===== config.mk =====
export PLATFORM = sky130hd
export DESIGN_NAME = axi_mst_outstanding_ctrl
export DESIGN_NICKNAME = d
export VERILOG_FILES = /design/src/rtl/axi_mst_outstanding_ctrl.sv
export SDC_FILE = /design/constraint.sdc
export NUM_CORES = 1
export LEC_CHECK = 0
export ABC_AREA = 1
export BUFFER_PORTS_ARGS = -buffer_cell sky130_fd_sc_hd__buf_2
export CORE_AREA = 2 2 85 87
export CTS_CLUSTER_SIZE = 20
export DETAILED_ROUTE_END_ITERATION = 16
export DIE_AREA = 0 0 87 89
export HOLD_SLACK_MARGIN = 0.02
export PLACE_DENSITY = 0.78
export SLEW_MARGIN = 5
export SYNTH_ARGS = -nofsm -noshare
export SYNTH_HDL_FRONTEND = slang
export SYNTH_SLANG_ARGS = --single-unit

===== constraint.sdc =====
create_clock -name ACLK -period 7.1 [get_ports ACLK]
set_input_delay 0.71 -clock ACLK [delete_from_list [all_inputs] [get_ports ACLK]]
set_output_delay 0.71 -clock ACLK [all_outputs]
set_load 0.005 [all_outputs]

===== src/rtl/axi_mst_outstanding_ctrl.sv =====
// AXI master-side outstanding-transaction limiter. It counts issued AW/AR requests against
// retired B/R-last responses, gates new issues at the limit, and runs a drain handshake.
module axi_mst_outstanding_ctrl #(
  parameter int AW_PL_W    = 48,
  parameter int AR_PL_W    = 48,
  parameter int MAX_WR_OUT = 8,
  parameter int MAX_RD_OUT = 8,
  parameter int CNT_W      = $clog2(((MAX_WR_OUT > MAX_RD_OUT) ? MAX_WR_OUT : MAX_RD_OUT) + 1)
) (
  input  logic               ACLK,
  input  logic               ARESETn,
  input  logic               s_awvalid,
  output logic               s_awready,
  input  logic [AW_PL_W-1:0] s_awpayload,
  output logic               m_awvalid,
  input  logic               m_awready,
  output logic [AW_PL_W-1:0] m_awpayload,
  input  logic               s_arvalid,
  output logic               s_arready,
  input  logic [AR_PL_W-1:0] s_arpayload,
  output logic               m_arvalid,
  input  logic               m_arready,
  output logic [AR_PL_W-1:0] m_arpayload,
  input  logic               bvalid,
  input  logic               bready,
  input  logic               rvalid,
  input  logic               rready,
  input  logic               rlast,
  input  logic               drain_req,
  output logic               drain_ack,
  output logic [CNT_W-1:0]   wr_outstanding,
  output logic [CNT_W-1:0]   rd_outstanding,
  output logic               err_underflow,
  input  logic               err_clr
);

  typedef enum logic [1:0] {
    ST_RUN      = 2'd0,
    ST_DRAINING = 2'd1,
    ST_DRAINED  = 2'd2
  } state_e;

  localparam logic [CNT_W-1:0] WR_MAX = CNT_W'(MAX_WR_OUT);
  localparam logic [CNT_W-1:0] RD_MAX = CNT_W'(MAX_RD_OUT);

  state_e             state_q, state_d;
  logic [CNT_W-1:0]   wr_cnt_q, wr_cnt_d;
  logic [CNT_W-1:0]   rd_cnt_q, rd_cnt_d;
  logic               err_q, err_d;
  logic               drain_ack_q, drain_ack_d;

  logic               wr_block_s, rd_block_s;
  logic               wr_issue_s, wr_retire_s, rd_issue_s, rd_retire_s;
  logic               wr_uf_s, rd_uf_s;

  // A retire at zero without a matching issue is an underflow and leaves the count at zero.
  function automatic logic [CNT_W-1:0] cnt_next(input logic [CNT_W-1:0] cnt,
                                                input logic issue,
                                                input logic retire);
    logic [CNT_W-1:0] nxt;
    case ({issue, retire})
      2'b10:   nxt = cnt + CNT_W'(1);
      2'b01:   nxt = (cnt == '0) ? cnt : cnt - CNT_W'(1);
      default: nxt = cnt;
    endcase
    return nxt;
  endfunction

  assign m_awpayload = s_awpayload;
  assign m_arpayload = s_arpayload;

  assign wr_block_s = (wr_cnt_q == WR_MAX) | (state_q != ST_RUN);
  assign rd_block_s = (rd_cnt_q == RD_MAX) | (state_q != ST_RUN);

  // ARESETn term keeps both handshake directions quiet while reset is held.
  assign m_awvalid = s_awvalid & ~wr_block_s & ARESETn;
  assign s_awready = m_awready & ~wr_block_s & ARESETn;
  assign m_arvalid = s_arvalid & ~rd_block_s & ARESETn;
  assign s_arready = m_arready & ~rd_block_s & ARESETn;

  assign wr_issue_s  = m_awvalid & m_awready;
  assign wr_retire_s = bvalid & bready;
  assign rd_issue_s  = m_arvalid & m_arready;
  assign rd_retire_s = rvalid & rready & rlast;

  assign wr_uf_s = wr_retire_s & ~wr_issue_s & (wr_cnt_q == '0);
  assign rd_uf_s = rd_retire_s & ~rd_issue_s & (rd_cnt_q == '0);

  // Next-state for counters, sticky error and the drain FSM.
  always_comb begin
    wr_cnt_d = cnt_next(wr_cnt_q, wr_issue_s, wr_retire_s);
    rd_cnt_d = cnt_next(rd_cnt_q, rd_issue_s, rd_retire_s);

    if (wr_uf_s || rd_uf_s) begin
      err_d = 1'b1;
    end else if (err_clr) begin
      err_d = 1'b0;
    end else begin
      err_d = err_q;
    end

    state_d = state_q;
    case (state_q)
      ST_RUN: begin
        if (drain_req) begin
          state_d = ST_DRAINING;
        end else begin
          state_d = ST_RUN;
        end
      end
      ST_DRAINING: begin
        // Completion looks at next-state counts so ack follows the final retire by one cycle.
        if (!drain_req) begin
          state_d = ST_RUN;
        end else if ((wr_cnt_d == '0) && (rd_cnt_d == '0)) begin
          state_d = ST_DRAINED;
        end else begin
          state_d = ST_DRAINING;
        end
      end
      ST_DRAINED: begin
        if (!drain_req) begin
          state_d = ST_RUN;
        end else begin
          state_d = ST_DRAINED;
        end
      end
      default: state_d = ST_RUN;
    endcase

    drain_ack_d = (state_d == ST_DRAINED);
  end

  // State registers with asynchronous reset.
  always_ff @(posedge ACLK or negedge ARESETn) begin
    if (!ARESETn) begin
      state_q     <= ST_RUN;
      wr_cnt_q    <= '0;
      rd_cnt_q    <= '0;
      err_q       <= 1'b0;
      drain_ack_q <= 1'b0;
    end else begin
      state_q     <= state_d;
      wr_cnt_q    <= wr_cnt_d;
      rd_cnt_q    <= rd_cnt_d;
      err_q       <= err_d;
      drain_ack_q <= drain_ack_d;
    end
  end

  assign wr_outstanding = wr_cnt_q;
  assign rd_outstanding = rd_cnt_q;
  assign err_underflow  = err_q;
  assign drain_ack      = drain_ack_q;

endmodule


After elaboration in Yosys (flattened, before gate mapping)
Cells that the tools add are included.
{"block": "word_totals", "input_bits": 109, "register_bits": 12, "out_inout_bits": 110, "elab_cells": 61}
{"block": "classes", "eq_ne": 9, "n_bitwise": 23, "addsub": 4, "n_reduce_logical": 9, "n_mux": 11}
{"op": "$and 1x1->1", "n": 17}
{"op": "$logic_not 4->1", "n": 4}
{"op": "$pmux 4 s2", "n": 2}
{"op": "$add 4x1->4 const B", "n": 2}
{"op": "$eq 2x2->1 const B", "n": 4}
{"op": "$eq 4x4->1 const B", "n": 2}
{"op": "$mux 4", "n": 2}
{"op": "$sub 4x1->4 const B", "n": 2}
{"op": "$eq 2x1->1 const B", "n": 3}
{"op": "$mux 2", "n": 3}
{"op": "$pmux 2 s3", "n": 1}
{"op": "$not 1->1", "n": 4}
{"op": "$reduce_bool 2->1", "n": 2}
{"op": "$mux 1", "n": 3}
{"op": "$logic_not 2->1", "n": 1}
{"op": "$or 1x1->1", "n": 2}
{"op": "$logic_and 1x1->1", "n": 1}
{"op": "$logic_or 1x1->1", "n": 1}

Logic depth before layout (Yosys ltp)
Gate-level depths: netlist of the first run.
{"block": "depth", "word_depth": 14, "depth_mapped": 18, "depth_no_buf": 18}

Worst setup path after synthesis of the first run
OpenSTA, ideal clock, no wires.
{"block": "synth_timing", "kind": "reg2reg", "from": "register rd_cnt_q[0], in the netlist rd_outstanding[0]", "to": "register state_q[0]", "slack_ns": 4.639, "synth_period_minus_slack_ns": 2.461, "setup_ns": 0.114, "t_arrival_ns": 2.347, "n_path_buf": 0, "required_ns": 6.986, "stages_incl_launch_ff": 18, "path_cell_list": "dfrtp_1 inv_1 ha_1 a311oi_1 nand2_1 nor2_1 nand2_1 ha_1 inv_1 nand3_1 nand2_1 nand2_1 inv_1 nand3_2 nor2_2 nand2_2 nand2_1 nor2_1"}
{"block": "synth_between", "elab_chain_len": 13, "word_cells_on_any_way": 18, "cone_classes": "2 x add/sub; 3 x eq/ne; 5 x mux; 5 x bitwise; 3 x reduce/logical"}
{"element": "from (decl)", "line": "48", "text": "logic [CNT_W-1:0] rd_cnt_q, rd_cnt_d;"}
{"element": "from (signal assigned)", "line": "145", "text": "rd_cnt_q <= rd_cnt_d;"}
{"element": "$eq 4x4->1 *", "line": "73", "text": "assign rd_block_s = (rd_cnt_q == RD_MAX) | (state_q != ST_RUN);"}
{"element": "$or 1x1->1 *", "line": "73"}
{"element": "$not 1->1 *", "line": "78", "text": "assign m_arvalid = s_arvalid & ~rd_block_s & ARESETn;"}
{"element": "$and 1x1->1 * (2 in series)", "line": "78"}
{"element": "net m_arvalid", "line": "21", "text": "output logic m_arvalid,"}
{"element": "$and 1x1->1 *", "line": "83", "text": "assign rd_issue_s = m_arvalid & m_arready;"}
{"element": "$eq 2x1->1 or $eq 2x2->1 (tied branches)", "line": "61", "text": "case ({issue, retire})"}
{"element": "$pmux 4 s2 *", "line": "61"}
{"element": "net rd_cnt_d[2]", "line": "48"}
{"element": "$logic_not 4->1 *", "line": "115", "text": "end else if ((wr_cnt_d == '0) && (rd_cnt_d == '0)) begin"}
{"element": "$logic_and 1x1->1 *", "line": "115"}
{"element": "$mux 2 *", "line": "115"}
{"element": "$mux 2 *", "line": "113", "text": "if (!drain_req) begin"}
{"element": "$pmux 2 s3 *", "line": "103", "text": "case (state_q)"}
{"element": "net state_d[0]", "line": "46", "text": "state_e state_q, state_d;"}
{"element": "to (signal assigned)", "line": "143", "text": "state_q <= state_d;"}
{"element": "to (decl)", "line": "46"}
Mark *: on every way through the listed nets, which the timed path passes. The rest lies on a longest branch.
A chain may end at the register's enable or synchronous reset.

Worst setup path in the final report of the first run
{"block": "layout_timing", "from": "register rd_cnt_q[0], in the netlist rd_outstanding[0]", "to": "register drain_ack_q, in the netlist drain_ack"}
{"block": "layout_between", "elab_chain_len": 14, "word_cells_on_any_way": 19, "cone_classes": "2 x add/sub; 4 x eq/ne; 5 x mux; 5 x bitwise; 3 x reduce/logical"}
{"element": "$eq 4x4->1", "line": "73"}
{"element": "$or 1x1->1", "line": "73"}
{"element": "$not 1->1", "line": "78"}
{"element": "$and 1x1->1 (2 in series)", "line": "78"}
{"element": "$and 1x1->1", "line": "83"}
{"element": "$eq 2x1->1 or $eq 2x2->1 (tied branches)", "line": "61"}
{"element": "$pmux 4 s2 *", "line": "61"}
{"element": "net rd_cnt_d[0]", "line": "48"}
{"element": "$logic_not 4->1 *", "line": "115"}
{"element": "$logic_and 1x1->1 *", "line": "115"}
{"element": "$mux 2 *", "line": "115"}
{"element": "$mux 2 *", "line": "113"}
{"element": "$pmux 2 s3 *", "line": "103"}
{"element": "$eq 2x2->1 *", "line": "131", "text": "drain_ack_d = (state_d == ST_DRAINED);"}
{"element": "net drain_ack_d", "line": "50", "text": "logic drain_ack_q, drain_ack_d;"}
{"element": "to (signal assigned)", "line": "147", "text": "drain_ack_q <= drain_ack_d;"}
{"element": "to (decl)", "line": "50"}
Marked as above.

==> results of run 1 <==
==> synthesized netlist by cell type (2+ instances only) <==
cell,instances,area share (%)
dfrtp_1,12,18
a21oi_1,4,1.2
nand3_1,17,5.0
nand4_1,2,0.73
ha_1,8,5.8
nor2_2,3,1.1
buf_4,96,42
inv_1,33,7.2
nand2_2,7,2.6
nor2_1,17,3.7
nand2_1,49,11
==> state kept, by name, summed over array words and instances (netlist names) <==
register,count
err_underflow,1
drain_ack,1
wr_outstanding,4
rd_outstanding,4
state_q,2
==> metal layers <==
metal  share of wire (%)  global-route usage, %  up-vias
met5                   0                      0        -
met4                 5.8                   7.10        0
met3                  11                   3.51       32
met2                  48                   14.1       69
met1                  36                   8.80      521
li1                    -                      -      536
==> final timing paths <==
check,end,slack (ps)
worst max register to register,drain_ack,4320
max in group asynchronous,err_underflow,6510
worst min-delay path,state_q[0],360
min in group ACLK,err_underflow,540
worst max-delay path,drain_ack,4320
worst min register to register,err_underflow,540
==> final cells by class <==
class / instances / area [um^2] / share of cell area [%]
Clock buffer: 3 / 41.3 / 3.27
Sequential cell: 12 / 300 / 23.8
Timing Repair Buffer: 26 / 130 / 10.3
Tap cell: 80 / 100 / 7.93
Inverter: 33 / 124 / 9.81
Multi-Input combinational cell: 112 / 567 / 44.9
==> cell families (layout without fill, tap and decap cells) <==
| group | count (synthesis) | after routing |
|---|---|---|
| and+or+nand+nor | 96 | 96 |
| buffers and inverters | 129 | 62 |
| adders and majority gates | 8 | 8 |
| AOI/OAI and AO/OA | 8 | 8 |
| DFF | 12 | 12 |
==> power by group through the flow <==
stage	Clock (mW)	Combinational [mW]	Sequential, mW
after floorplan	0	0.165	0.115
after global placement	0	0.168	0.120
after detailed placement	0	0.174	0.121
after CTS	0.0593	0.175	0.120
after global routing	0.0632	0.201	0.125
final	0.0581	0.172	0.120
==> cells in the final DEF (no fill, tap or decap), types with 2 or more instances in the layout <==
cell type,Yosys,routed
inv_1,33,33
nand3_1,17,17
nor2_1,17,17
nor2_2,3,3
nand2_2,7,7
a21oi_1,4,4
ha_1,8,8
nand4_1,2,2
dfrtp_1,12,12
buf_2,0,26
nand2_1,49,49
clkbuf_8,0,3
==> metrics.md, run 1 <==
| Metric | Value |
|---|---|
| Register area share after synthesis | about 18% |
| Final core occ | 18.8% |
| GRT Util Overall | 8.67% |
| Initial antenna violation count | 0 |
| CP required | approximately 7300 ps |
| Final net count | roughly 310 |
| WHS | between 300 and 400 ps |
| Setup TNS | 0 ps |
| Post-Place Setup Slack | about 4300 ps |
| CTS tree | yes |
| Setup CP Type | register to register |
| P_int | just under 0.2 mW |
| Syn Area/Cell | around 6.8 um^2 |
| Cts repair resizes | 0 |
| WP buf/inv | 2 |
| Slew Viols, Final | 0 |
| DRT Pass-1 Iters | 4 |
| Fillcell total | 740 |
| P per Cell Area | about 280 mW/mm^2 |
| DRT Wirelength | 3480 um |
| Gpl congestion | ~0.77 |
| DRC viols | 0 |
| Fin. Hold Viols | 0 |
| Routed length per instance | approximately 13 um |
| Critical path's top delay family | simple AND/OR/NAND/NOR gates |
| Sink Count | 12 |
| Worst vdd ir | roughly 0.057 mV |
| Tmin final | around 2800 ps |
| Synthesized Nets | 370 |
| Crit start category | register |
| IO buf count | 26 |
| Synthesized area | about 0.0017 mm^2 |
| Critical Path Start | rd_outstanding[0] |
| Design Area, Final | 0.00126 mm^2 |
| Slew @ Worst Pin | 298 ps |
| Grt total ovfl | 0 |
| Seq cells post-synth | 12 |
| Count of final setup violators | 0 |
| Largest net degree at the start of global routing | 14 |
| Clock-pin slew of the registers on the worst-case setup and hold paths | 50 ps |
| Post-synthesis mux area share | 0% |
| Initial DRC Count | 52 |
| Reg2reg path depth | 16 |
| Final setup margin | about 4300 ps |
| Cell Chain, Critical Path | inv_1 -> ha_1 -> a311oi_1 -> nand2_1 -> nor2_1 -> nand2_1 -> ha_1 -> inv_1 -> nand2_1 -> nand2_1 -> nand2_1 -> nor2_1 -> nand2_1 -> nor2_2 -> nand2_2 -> a21oi_1 |
| CTS buffer count | 3 |
| Ys Warns | 0 |
| Post-synthesis async set-or-reset flop share | between 90% and 100% |
| Total power | 0.351 mW |
| HPWL Detailed | 2980 um |
| Post-synth EDFFs | 0 |
| Compound-Gate Fraction of Synth Area | 2.85% |
| Post-CTS setup buffers | 0 |
| Psw | 0.157 mW |
| Antenna-violating nets left | 0 |
| Peak Freq | 0.360 GHz |
| Hold WC Path Type | input port to asynchronous set/reset pin |
| Switching share of total power | between 40% and 50% |
| Combinational Power Share | between 40% and 50% |
| Unrepaired setup endpoints after global routing | false |
| Via density | about 4.4 |
| Rows | 30 |
| Most common cell on crit path | nand2_1 |
| IO Pins | 219 |
| Slowest CP cell | dfrtp_1 |
| Lkg Pwr | ~0.74 nW |
| H-tree lvl count | 1 |
| Vias in the first global route | roughly 1200 |
| Max-cap violation count | 0 |
| Placed Area | roughly 0.0012 mm^2 |
| Stages on worst setup path | 16 |
| Fin cells | ~270 |
| Placed cell count | ~260 |
| Vias | between 1000 and 1500 |
| Critical Path AT | 2930 ps |
| Ant. Diodes | 0 |
| Share of cells above drive strength 1 | between 20% and 30% |
| Reg-to-Reg Start | rd_outstanding[0] |
| Cell variety after synth | 16 |
| Layout area overhead | -26.2% |
| CP max FO | 7 |
| Max Root-Sink Buffers | 2 |
| Rel. slew slack | 80.2% |
| Die X | just under 90 um |
| Final worst-path cycle share | between 30% and 40% |
| Die area | approximately 0.0077 mm^2 |
| Worst path max stage delay | 440 ps |
| Seq pwr share | 34.3% |
| Predominant post-synthesis flop cell | dfrtp_1 |
| Status | completed |
| Clk_skew | around 3.9 ps |
| Worst setup EP type | register |
| First-pass GRT wire length | 5340 um |
| Synth Area in Adders | under 10% |
| Core area | approximately 0.0067 mm^2 |
| # hold bufs at CTS | 0 |
| Root buffer cell | clkbuf_8 |
| Post-Synthesis Cells | roughly 250 |
| Initial core utilization | ~25% |
| Clock latency at the later pin of the worst-skew pair | ~230 ps |
| Xor and xnor fraction of the mapped netlist area | 0% |
| Post-synthesis simple-gate area fraction | about 24% |
| Clock Power Share | roughly 17% |
| Die H | 89 um |
| Largest family of logic cells by synthesized area | buffers and inverters |
Note: power is estimated with default switching activity, not from simulation.
==> inputs of run 2 (changes only) <==
PLACE_DENSITY = 0.8   (was 0.78)
clock period = 2.5 ns   (was 7.1 ns; I/O delays follow)
==> run 2 against run 1 <==
Compared with the run above: die area unchanged; utilization rose by 1.8 points; cell count is 3.4% higher; combinational power grew to 3.5 times the previous value; sequential power increased to 2.6 times the previous value; global-route usage up 0.33 points.
==> metrics.md, run 2 (same netlist as run 1, synthesis figures left out) <==
| Metric | Value |
|---|---|
| Status | completed (unchanged) |
| First-pass GRT wire length | 5310 um (was 5340 um) |
| Rel. slew slack | 79.5% (was 80.2%) |
| Placed Area | 0.00127 mm^2 (was 0.00122 mm^2) |
| Busiest layer in global routing | met2 (unchanged) |
| Critical Path AT | 2410 ps (was 2930 ps) |
| Initial DRC Count | 15 (was 52) |
| Count of final setup violators | 0 (unchanged) |
| Worst vdd ir | 0.174 mV (was 0.0568 mV) |
| Slew @ Worst Pin | 304 ps (was 298 ps) |
| Max Root-Sink Buffers | 2 (unchanged) |
| Die X | 87 um (unchanged) |
| Initial antenna violation count | 0 (unchanged) |
| Design Area, Final | 0.00138 mm^2 (was 0.00126 mm^2) |
| Tmin final | 2250 ps (was 2780 ps) |
| Via density | 4.23 (was 4.35) |
| Layout area overhead | -19.3% (was -26.2%) |
| Rows | 30 (unchanged) |
| DRT Wirelength | 3800 um (was 3480 um) |
| Post-CTS setup buffers | 0 (unchanged) |
| Slew Viols, Final | 0 (unchanged) |
| Max-cap violation count | 0 (unchanged) |
| Ant. Diodes | 0 (unchanged) |
| Peak Freq | 0.445 GHz (was 0.360 GHz) |
| CTS tree | yes (unchanged) |
| CTS buffer count | 3 (unchanged) |
| Hold WC Path Type | input port to register (was input port to asynchronous set/reset pin) |
| Die area | 0.00774 mm^2 (unchanged) |
| Core area | 0.00672 mm^2 (unchanged) |
| Most common cell after layout, fill and taps aside | nand2_1 (unchanged) |
| Final net count | 313 (was 305) |
| CP max FO | 5 (was 7) |
| Final worst-path cycle share | 89.9% (was 39.1%) |
| Initial core utilization | 25.5% (unchanged) |
| IO buf count | 26 (unchanged) |
| Worst setup EP type | register (unchanged) |
| P per Cell Area | 811 mW/mm^2 (was 278 mW/mm^2) |
| Share of cells above drive strength 1 | 28.2% (was 21.5%) |
| CP required | 2660 ps (was 7260 ps) |
| DRC viols | 0 (unchanged) |
| Met1 Use GR | 9.14% (was 8.80%) |
| Clk_skew | 1.46 ps (was 3.93 ps) |
| Routed length per instance | 13.8 um (was 13.1 um) |
| Final core occ | 20.6% (was 18.8%) |
| Clock-pin slew of the registers on the worst-case setup and hold paths | 50 ps (about the same) |
| Clock latency at the later pin of the worst-skew pair | 240 ps (was 230 ps) |
| Grt total ovfl | 0 (unchanged) |
| Vias in the first global route | 1095 (was 1181) |
| GR Util met3 | 4.71% (was 3.51%) |
| Lkg Pwr | 0.792 nW (was 0.745 nW) |
| DRT Pass-1 Iters | 4 (unchanged) |
| H-tree lvl count | 1 (unchanged) |
| Setup TNS | 0 ps (unchanged) |
| Vias | 1163 (was 1158) |
| Largest net degree at the start of global routing | 13 (was 14) |
| Setup CP Type | register to register (unchanged) |
| WHS | 238 ps (was 356 ps) |
| GRT Util Overall | 9.00% (was 8.67%) |
| Gpl congestion | 0.840 (was 0.766) |
| Met2 usage | 13.7% (was 14.1%) |
| IO Pins | 219 (unchanged) |
| Root buffer cell | clkbuf_8 (unchanged) |
| Most frequent cells in the layout | 49 x nand2_1, 32 x inv_1, 26 x buf_2 (was 49 x nand2_1, 33 x inv_1, 26 x buf_2) |
| Die H | 89 um (unchanged) |
| Crit start category | register (unchanged) |
| Fin. Hold Viols | 0 (unchanged) |
| Antenna-violating nets left | 0 (unchanged) |
| Sink Count | 12 (unchanged) |
| HPWL Detailed | 3240 um (was 2980 um) |
==> run 2: metal layers <==
layer | wire length (um) | vias up
met3 | 513 | 34
met2 | 1650 | 53
li1 | - | 554
met4 | 275 | 0
met1 | 1360 | 522
met5 | 0 | -
==> run 2: cell type report <==
class,instances,area [um^2]
clock buffer,4,55.1
fill,737,5340
inverter,33,124
multi-input combinational,112,609
sequential,12,300
tap,80,100
timing repair buffer,34,193
==> run 2: critical path, stage by stage (launching register included) <==
cell and delay, ps:
dfrtp_1 340, inv_1 70, ha_1 230, a311oi_2 230
nand2_1 70, nor2_1 110, nand2_1 110, ha_4 190
nand3_1 120, nand2_1 80, nand2_1 60, nand2_1 60
nor2_1 100, nand2_1 70, nor2_2 90, nand2_2 70
a21oi_1 140
==> run 2: stage by stage <==
stage | total power [mW] | instances | worst slack [ps]
after floorplan | 0.793 | 253 | 39.1
after global placement | 0.868 | 270 | 188
after detailed placement | 0.885 | 270 | 66.8
final | 1.12 | 275 | 252
after global routing | 1.24 | 275 | -20.1
after CTS | 1.10 | 275 | 52.9
==> run 2: power breakdown <==
group	internal, mW	switching, mW
Sequential	0.249	0.0575
Combinational	0.256	0.351
Clock	0.139	0.0684
Total	0.644	0.476
==> run 2: worst paths after layout <==
check	startpoint	endpoint	slack [ps]	depth (start not counted)
worst max-delay path	rd_outstanding[0]	state_q[1]	250	16
worst min-delay path	drain_req	state_q[0]	240	3
worst max register to register	rd_outstanding[0]	state_q[1]	250	16
worst min register to register	err_underflow	err_underflow	540	2
max in group asynchronous	ARESETn	rd_outstanding[1]	1850	3
min in group asynchronous	ARESETn	state_q[0]	500	3
==> run 2: repair_timing <==
action,4_1_cts,5_1_grt
endpoints found under the hold margin,12,0
setup endpoints to repair,0,3
resized for setup,0,8
hold buffers,1,0
